**src/rtl/game_pkg.sv**
```systemverilog
// Shared constants for the game front-end: channel count, default debounce
// length and the debounce counter width helper.
package game_pkg;

    localparam int N_CH             = 18;
    localparam int DEBOUNCE_DEFAULT = 500000;

    function automatic int cnt_width(input int cycles);
        return $clog2(cycles + 1);
    endfunction

endpackage

```
**src/rtl/switch_debounce.sv**
```systemverilog
// Single-channel slide-switch conditioner: 2-FF synchroniser followed by a
// stability counter that only lets a level through after DEBOUNCE_CYCLES samples.
module switch_debounce
    import game_pkg::*;
#(
    parameter int DEBOUNCE_CYCLES = DEBOUNCE_DEFAULT
) (
    input  logic clk,
    input  logic rst,
    input  logic i_raw,
    output logic o_db
);

    localparam int CW = cnt_width(DEBOUNCE_CYCLES);

    logic          r_sync1;
    logic          r_sync2;
    logic          r_db;
    logic [CW-1:0] r_cnt;

    always_ff @(posedge clk) begin
        if (rst) begin
            r_sync1 <= 1'b0;
            r_sync2 <= 1'b0;
            r_db    <= 1'b0;
            r_cnt   <= '0;
        end else begin
            r_sync1 <= i_raw;
            r_sync2 <= r_sync1;
            // Any sample agreeing with the held level restarts the count.
            if (r_sync2 == r_db) begin
                r_cnt <= '0;
            end else if (r_cnt == CW'(DEBOUNCE_CYCLES - 1)) begin
                r_db  <= r_sync2;
                r_cnt <= '0;
            end else begin
                r_cnt <= r_cnt + CW'(1);
            end
        end
    end

    assign o_db = r_db;

endmodule

```
**src/rtl/mole_hit_detect.sv**
```systemverilog
// Switch front-end for scoring: debounce, toggle-edge detect and qualification
// against the lit mole mask. Define MISS_DETECT_EN to generate miss_pulse.
module mole_hit_detect
    import game_pkg::*;
#(
    parameter int N_CH            = game_pkg::N_CH,
    parameter int DEBOUNCE_CYCLES = DEBOUNCE_DEFAULT
) (
    input  logic            clk,
    input  logic            rst,
    input  logic [N_CH-1:0] sw_raw,
    input  logic [N_CH-1:0] mole_on,
    input  logic            game_active,
    input  logic            start_pulse,
    output logic [N_CH-1:0] hit_pulse,
    output logic            miss_pulse,
    output logic [N_CH-1:0] sw_db
);

    logic [N_CH-1:0] w_sw_db;
    logic [N_CH-1:0] w_edge;
    logic [N_CH-1:0] w_hit;
    logic            w_miss;

    logic [N_CH-1:0] r_sw_db_d;
    logic [N_CH-1:0] r_lockout;
    logic [N_CH-1:0] r_hit;
    logic            r_miss;
    logic            r_edge_arm;

    for (genvar g = 0; g < N_CH; g++) begin : g_ch
        switch_debounce #(
            .DEBOUNCE_CYCLES(DEBOUNCE_CYCLES)
        ) u_db (
            .clk  (clk),
            .rst  (rst),
            .i_raw(sw_raw[g]),
            .o_db (w_sw_db[g])
        );
    end

    // Both switch directions are events: the switches are toggles, not buttons.
    assign w_edge = (w_sw_db ^ r_sw_db_d) & {N_CH{r_edge_arm}};
    assign w_hit  = w_edge & mole_on & {N_CH{game_active}} & ~r_lockout;

`ifdef MISS_DETECT_EN
    assign w_miss = game_active & (|(w_edge & ~mole_on));
`else
    assign w_miss = 1'b0;
`endif

    always_ff @(posedge clk) begin
        if (rst) begin
            r_sw_db_d  <= '0;
            r_lockout  <= '0;
            r_hit      <= '0;
            r_miss     <= 1'b0;
            r_edge_arm <= 1'b0;
        end else begin
            r_sw_db_d  <= w_sw_db;
            r_edge_arm <= 1'b1;
            if (start_pulse) begin
                r_hit     <= '0;
                r_miss    <= 1'b0;
                r_lockout <= '0;
            end else begin
                r_hit     <= w_hit;
                r_miss    <= w_miss;
                // An unlit mole clears its lockout, overriding a same-cycle set.
                r_lockout <= (r_lockout | w_hit) & mole_on;
            end
        end
    end

    assign hit_pulse  = r_hit;
    assign miss_pulse = r_miss;
    assign sw_db      = w_sw_db;

endmodule

```
**config.mk**
```make
export PLATFORM = sky130hd
export DESIGN_NAME = mole_hit_detect
export DESIGN_NICKNAME = d
export VERILOG_FILES = /design/src/rtl/game_pkg.sv /design/src/rtl/switch_debounce.sv /design/src/rtl/mole_hit_detect.sv
export SDC_FILE = /design/constraint.sdc
export NUM_CORES = 1
export LEC_CHECK = 0
export ABC_CLOCK_PERIOD_IN_PS = 2680
export CAP_MARGIN = 5
export CELL_PAD_IN_SITES_DETAIL_PLACEMENT = 1
export CELL_PAD_IN_SITES_GLOBAL_PLACEMENT = 1
export CORE_AREA = 2 2 228 230
export CTS_BUF_LIST = sky130_fd_sc_hd__clkbuf_2 sky130_fd_sc_hd__clkbuf_4 sky130_fd_sc_hd__clkbuf_8
export CTS_CLUSTER_DIAMETER = 30
export CTS_CLUSTER_SIZE = 8
export DETAILED_ROUTE_END_ITERATION = 12
export DIE_AREA = 0 0 230 232
export DONT_BUFFER_PORTS = 1
export GPL_TIMING_DRIVEN = 0
export PLACE_DENSITY_LB_ADDON = 0.1
export SYNTH_ARGS = -nofsm -noshare
export SYNTH_HDL_FRONTEND = slang
export SYNTH_HIERARCHICAL = 1
export SYNTH_SLANG_ARGS = --single-unit
```
**constraint.sdc**
```tcl
create_clock -name clk -period 2.68 [get_ports clk]
set_input_delay 0.402 -clock clk [delete_from_list [all_inputs] [get_ports clk]]
set_output_delay 0.402 -clock clk [all_outputs]
set_load 0.01 [all_outputs]
```
# Word-level counts from Yosys, hierarchy flattened
# Index checks and enable logic that the tools add are counted.
[totals]
register_bits = 451
input_bits = 40
out_inout_bits = 37
elab_cells = 194
[op_classes]
add_sub_neg = 18
n_eq_ne = 36
muxes = 1
bitwise = 26
n_reduce_logical = 37
[ops]
columns = ["operator", "n"]
rows = [
  ["adder 19 x 1 -> 19 bit (second input constant)", 18],
  ["equality test 19 bit (second input constant)", 18],
  ["bitwise AND 18 bit", 5],
  ["OR reduction 3 bit", 18],
  ["AND reduction 2 bit", 18],
  ["equality test 1 bit", 18],
  ["NOT 1 bit", 18],
  ["NOT 18 bit", 1],
  ["bitwise OR 18 bit", 1],
  ["XOR 18 bit", 1],
  ["OR reduction 2 bit", 1],
  ["two-way mux 1 bit", 1],
]

# Longest topological paths before layout
# Gate-level depths: netlist of the first run.
[logic_depth]
depth_word = 7
ltp_mapped = 6
ltp_nobuf = 5

# Hierarchy
# The synthesis of the first run kept the hierarchy.
[modules_own_cells]
columns = ["module", "instances", "cells_per_inst", "area_per_inst_um2", "seq_area_each_um2"]
rows = [
  ["switch_debounce at g_ch[0].u_db ...", 16, 109, 984.7, 440.4],
  ["mole_hit_detect", 1, 196, 2302.2, 1101.1],
  ["switch_debounce at g_ch[9].u_db", 1, 111, 1073.5, 440.4],
  ["switch_debounce at g_ch[1].u_db", 1, 108, 984.7, 440.4],
]

# Worst setup path before layout of the first run
# OpenSTA, ideal clock, no wires.
[synth_path]
path_kind = "reg2reg"
from = "register g_ch[0].u_db.r_cnt[12]"
to = "register g_ch[0].u_db.r_db"
setup_ps = 69
t_arrival_ps = 1868
required_ps = 2611
setup_slack_ps = 743
path_stages_with_launch = 5
n_path_buf = 0
synth_period_minus_slack_ps = 1937
cell_sequence = "dfxtp_1 -> or4_1 -> or4_4 -> or4b_1 -> o21ai_1"
[synth_via]
elab_chain_len = 2
[synth_rtl]
columns = ["item", "line", "text"]
rows = [
  ["start: declaration", "switch_debounce.sv:19", "logic [CW-1:0] r_cnt;"],
  ["start signal: assignment", "switch_debounce.sv:37", "r_cnt <= r_cnt + CW'(1);"],
  ["equality test 19 bit", "switch_debounce.sv:33", "end else if (r_cnt == CW'(DEBOUNCE_CYCLES - 1)) begin"],
  ["AND reduction 2 bit (no source line)", "n/a", ""],
  ["end signal: assignment", "switch_debounce.sv:34", "r_db <= r_sync2;"],
  ["end: declaration", "switch_debounce.sv:18", "logic r_db;"],
]
# Every way passes these cells.
# A chain may end at the register's enable or synchronous reset.

# Worst setup path in the final report of the first run
[layout_path]
from = "register g_ch[4].u_db.r_cnt[12]"
to = "register g_ch[4].u_db.r_cnt[3]"
[layout_via]
elab_chain_len = 2
[layout_rtl]
columns = ["item", "line"]
rows = [
  ["start: declaration", "switch_debounce.sv:19"],
  ["start signal: assignment", "switch_debounce.sv:37"],
  ["equality test 19 bit", "switch_debounce.sv:33"],
  ["OR reduction 3 bit (no source line)", "n/a"],
]
# Every way passes these cells.

==> run metrics, run 1 <==
remaining antenna violation count=0; CP max FO=10; FILL cells=5802; # hold bufs at CTS=39; area leader, netlist=dfxtp_1; hold wc startpoint=rst; ys flop type=dfxtp_1; HPWL Detailed=32600 µm; Detailed Route Iter0 Violations=682; Pint=0.0132 W; hold path depth=3; drt drc=0; Slew @ Worst Pin=between 0.6 and 0.7 ns; Die W=between 200 and 250 µm; die area=approximately 53000 µm²; synthesis-to-finish area growth=20.0%; htree depth=3; Setup Skew=approximately 0.021 ns; Total GRT Usage=~19%; sw frac=22.1%; share of cells above drive strength 1=between 10 and 15%; number of iterations in the first detailed-routing pass=4; Post-synth EDFFs=0; grt total ovfl=0; syn_area_per_cell=9.32 µm²; Peak VDD IR=between 0.6 and 0.7 mV; pwr dens=702 nW/µm²; status=completed; CTS buffer count=113; register area share after synthesis=between 40 and 50%; largest net degree at the start of global routing=91; Ports=77; clk sinks=around 450; Combinational Power Share=1.6%; initial antenna violation count=4; Synth top area share=around 45%; wire per inst=roughly 16 µm; via count=between 15000 and 20000; Setup crit start kind=flip-flop; worst r2r src=g_ch[4].u_db/r_cnt[12]; CP Capture Type=flip-flop; ranking of synthesized cells by area=dfxtp_1 45%, xnor2_1 8.0%, nor2_1 6.1%, nand3_1 3.9%, xor2_1 3.9%; worst hold margin=0.0935 ns; most frequent cells after synthesis=451 x dfxtp_1, 328 x nor2_1, 183 x xnor2_1; WL final=just under 50000 µm; max_cap viols=0; Max transition margin=approximately 55%; first-pass GRT wire length=about 83000 µm; Vert. Die Dim=~230 µm; setup bufs post-CTS=0; Yosys reg bits=around 450; Synthesized Nets=2217; Clk network pwr share=roughly three fifths; initial core utilization=between 30% and 40%; Post-synth ARST share=0%; Cell Area, Synth=~20000 µm²; Unique masters post-synth=48; pre-CTS setup slack=roughly 0.44 ns; Hold Vio Cnt, Final=0; post-CTS resize count=0; Critical Path RT=between 3 and 4 ns; Leak Pwr=around 7.2 nW; worst r2r dst=g_ch[4].u_db/r_cnt[3]; hold worst-path end=r_lockout[5]; final core occ=47.4%; vias per cell=about 5.2; warnings from Yosys=6; Sw Pwr=approximately 0.0037 W; flop-to-flop setup slack=between 0.4 and 0.5 ns; NumNets Final=~2400; Clock Latency Late Sink=0.68 ns; R2R depth=5; Final Cycle Share=roughly 83%; input/output buffers=0; count leader, synth=dfxtp_1; HP Class=input pin to flip-flop; Tot Pwr=~0.017 W; Slew Viols, Final=0; clk root buf=clkbuf_8; CTS max path bufs=3; GPL Wtd Cong=just under 0.8; Crit Path Class=flip-flop to flip-flop; Final WS setup=~0.46 ns; Fin Setup TNS=0 ns; setup violators final=0; Seq pwr share=about two fifths; vias in the first global route=roughly 17000; post-synthesis instance total=between 2000 and 2500; CTS tree=yes; unrepaired setup endpoints after global routing=no; Row Count=83; min Tclk post-route=between 2 and 2.5 ns; Arr. time, crit path=between 2 and 3 ns; core footprint=slightly above 50000 µm²; Fmax achieved=roughly 0.45 GHz; clock-pin slew on the worst setup and hold paths=0.06 ns
cell usage in the layout, fill, tap and decap left out, drive strengths merged, types with 19 or more instances in the layout:
cell	n
or3b	35
and4	35
dlygate4sd3	38
buf	31
nand3	158
or4	52
or3	34
nand2	71
clkinv	37
and2	34
clkbuf	137
xor2	89
a211oi	19
nor4	40
xnor2	183
o21ai	70
clkinvlp	23
bufinv	19
nor2	328
nor2b	54
dfxtp	451
nand4	108
nor4b	37
a21oi	88
inv	59
nor3	38
layer usage:
layer	wire length [µm]	up-vias	track usage [%]
met1	22800	7885	23.6
met4	840	2	6.53
met2	23100	222	31.1
li1	-	8057	-
met5	7	-	0
met3	2010	63	3.77
worst max path at each step:
stage	slack [ns]	startpoint	endpoint
finish	0.46	g_ch[4].u_db/r_cnt[12]	g_ch[4].u_db/r_cnt[3]
detailed placement	0.44	g_ch[4].u_db/r_cnt[12]	g_ch[4].u_db/r_cnt[3]
floorplan	0.74	g_ch[0].u_db/r_cnt[12]	g_ch[0].u_db/o_db
global route	0.33	g_ch[10].u_db/r_cnt[5]	g_ch[10].u_db/r_cnt[12]
global placement	0.48	g_ch[4].u_db/r_cnt[12]	g_ch[4].u_db/r_cnt[16]
CTS	0.44	g_ch[4].u_db/r_cnt[12]	g_ch[4].u_db/r_cnt[3]
power by group through the flow:
stage / Clock (W) / Combinational (W) / Sequential (W)
floorplan: 0 / 0.000140 / 0.00690
global placement: 0 / 0.000185 / 0.00690
detailed placement: 0 / 0.000189 / 0.00691
CTS: 0.0103 / 0.000271 / 0.00676
global route: 0.0106 / 0.000293 / 0.00676
finish: 0.00992 / 0.000267 / 0.00677
cell families after synthesis:
family	synth area share, %
flip-flops	44.9
AO/OA/AOI/OAI	6.61
XOR/XNOR	11.8
buffers and inverters	2.10
multiplexers	0.846
other	0.0186
adder cells (fa/ha/maj)	1.12
AND/OR/NAND/NOR	32.6
area by class of cell:
class	instances	area, µm²	share of cell area [%]
clock buffers	135	1790	7.41
multi-input cells	1618	10700	44.2
repair buffers	39	408	1.69
diodes	1	2.50	0.0104
well taps	680	851	3.53
plain buffers	32	205	0.850
clock inverters	80	970	4.02
inverters	58	218	0.902
flip-flops and latches	451	9030	37.4
worst max-delay path, cell delays in order (launching register included):
cell,delay (ns)
dfxtp_1,0.35
or4_1,0.54
or4_4,0.53
o21ai_4,0.29
buf_2,0.31
nor2_1,0.08
through the flow:
stage               area [µm²]  instances
floorplan                20100       2159
global placement         21000       2839
detailed placement       21000       2839
CTS                      24100       3093
global route             24100       3093
finish                   24100       3094
state kept, by name (all words and copies together) (netlist names):
signal and flops:
r_edge_arm 1, g_ch.u_db/r_cnt 342, g_ch.u_db/o_db 18, g_ch.u_db/r_sync1 18, r_lockout 18, hit_pulse 18
g_ch.u_db/r_sync2 18, r_sw_db_d 18
Power figures use the tool's default switching activity.
==> run 2: changes to the inputs <==
ABC_CLOCK_PERIOD_IN_PS = 2000   (was 2680)
clock period = 2 ns   (was 2.68 ns; I/O delays follow)
==> run 2 against run 1 <==
Maximum frequency rose by 5.9%. Critical path depth fell by 1. Critical endpoint is now g_ch[3].u_db/o_db. Sequential share of layout area fell by 1.0 points. Via count rose by 1.4%. Sequential power rose by 34%. The run now ends with negative setup slack left.
==> run metrics, run 2 (synthesized netlist as in run 1, its figures left out) <==
share of cells above drive strength 1=20.7% (+6.4 points); pwr dens=909 nW/µm² (+29%); number of iterations in the first detailed-routing pass=4 (unchanged); final core occ=49.3% (+1.8 points); Max transition margin=57.9% (+2.7 points); Crit Path Class=flip-flop to flip-flop; Total GRT Usage=18.9% (+0.40 points); Critical Path RT=2.62 ns (-0.61 ns); Clock Latency Late Sink=0.68 ns (about the same); Slew @ Worst Pin=0.623 ns (-0.0392 ns); synthesis-to-finish area growth=24.7%; DP Cell Count=2839 (unchanged); first-pass GRT wire length=84400 µm (+1.7%); die area=53400 µm² (unchanged); commonest non-fill, non-tap cells in the layout=392 x dfxtp_1, 304 x nor2_1, 183 x xnor2_1; input/output buffers=0 (unchanged); Row Count=83 (unchanged); worst hold margin=0.0280 ns (-0.0655 ns); Leak Pwr=7.56 nW (+4.7%); HPWL Detailed=32600 µm (unchanged); commonest non-fill, non-tap cell in the layout=dfxtp_1; setup violators final=39 (+39); Detailed Route Iter0 Violations=609 (-11%); clk root buf=clkbuf_8; CTS buffer count=113 (unchanged); clk sinks=451 (unchanged); drt drc=0 (unchanged); GPL Wtd Cong=0.787 (unchanged); CTS tree=yes; Tot Pwr=0.0228 W (+34%); Fin Setup TNS=-1.16 ns (-1.16 ns); vias in the first global route=17000 (+1.3%); Peak VDD IR=0.914 mV (+34%); Final Cycle Share=105% (+22 points); initial antenna violation count=2 (-2); Die W=230 µm (unchanged); failing checks=negative setup slack; vias per cell=5.24 (about the same); Setup crit start kind=flip-flop; Ports=77 (unchanged); core footprint=50900 µm² (unchanged); status=finished, violations left; min Tclk post-route=2.10 ns (-0.123 ns); initial core utilization=39.5% (unchanged); Vert. Die Dim=232 µm (unchanged); Slew Viols, Final=0 (unchanged); CP Capture Type=flip-flop; CTS max path bufs=3 (unchanged); NumNets Final=2415 (+1.9%); Arr. time, crit path=2.72 ns (-0.05 ns); final cell count without fillers=3138 (+1.4%); grt total ovfl=0 (unchanged); Hold Vio Cnt, Final=0 (unchanged); largest net degree at the start of global routing=89 (-2.2%); CP max FO=4 (-6); clock-pin slew on the worst setup and hold paths=0.06 ns (about the same); number of flip-flops under the largest register name=342 (unchanged); htree depth=3 (unchanged); WL final=50900 µm (+4.2%); unrepaired setup endpoints after global routing=yes; max_cap viols=0 (unchanged); via count=16500 (+1.4%); Reg with most FFs=g_ch.u_db/r_cnt; Final WS setup=-0.102 ns (-0.557 ns); remaining antenna violation count=0 (unchanged); Fmax achieved=0.476 GHz (+5.9%); Setup Skew=0.0194 ns (-0.00148 ns); wire per inst=16.2 µm (+2.7%); HP Class=input pin to flip-flop
==> run 2: cell types whose count changed in the layout (fill, tap and decap cells not counted), sizes merged <==
| cell | previous run | this run |
|---|---|---|
| buf | 31 | 66 |
| dlygate4sd3 | 38 | 47 |
==> run 2: worst max-delay path, stage by stage (launching register included) <==
cell and delay (ns):
dfxtp_4 0.35, or4_1 0.52, or4_4 0.59, or4b_4 0.51, o21ai_2 0.07
==> run 2: routing by layer <==
| metal | routed length [µm] | track usage [%] | vias up |
|---|---|---|---|
| li1 | - | - | 8139 |
| met1 | 23700 | 23.9 | 8021 |
| met2 | 24200 | 31.8 | 227 |
| met3 | 1940 | 3.94 | 64 |
| met4 | 1050 | 7.12 | 2 |
| met5 | 7 | 0 | - |
==> run 2: worst paths after layout <==
path | startpoint | endpoint | slack (ns) | cells after the start
max | g_ch[3].u_db/r_cnt[12] | g_ch[3].u_db/o_db | -0.10 | 4
min reg2reg | g_ch[17].u_db/r_sync1 | g_ch[17].u_db/r_sync2 | 0.43 | 1
max reg2reg | g_ch[3].u_db/r_cnt[12] | g_ch[3].u_db/o_db | -0.10 | 4
min | rst | g_ch[9].u_db/r_sync1 | 0.03 | 2
==> run 2: cell type report <==
class                   count  area [µm²]
fillers                  5766       25800
multi-input cells        1618       11000
flip-flops and latches    451        9120
clock buffers             135        1790
clock inverters            80         970
well taps                 680         851
repair buffers             83         843
plain buffers              32         312
inverters                  58         218
diodes                      1        2.50
==> run 2: what timing repair did <==
action,4_1_cts,5_1_grt
setup endpoints to repair,187,264
buffers inserted,23,5
endpoints found under the hold margin,386,0
pin swaps,16,35
gates resized for setup,69,141
gates cloned,0,7
hold buffers,48,0
==> run 2: power breakdown <==
group          internal (W)  switching, W  total, W
logic              0.000202      0.000234  0.000436
registers           0.00903     0.0000260   0.00906
clock network       0.00850       0.00481    0.0133
total                0.0177       0.00507    0.0228
==> run 2: per-stage QoR <==
stage                     cell area [µm²]  setup WS, ns
after floorplan                     20100        0.0629
after global placement              21000        -0.198
after detailed placement            21000        -0.236
after CTS                           24500       -0.0625
after global routing                25100        -0.126
final                               25100        -0.102
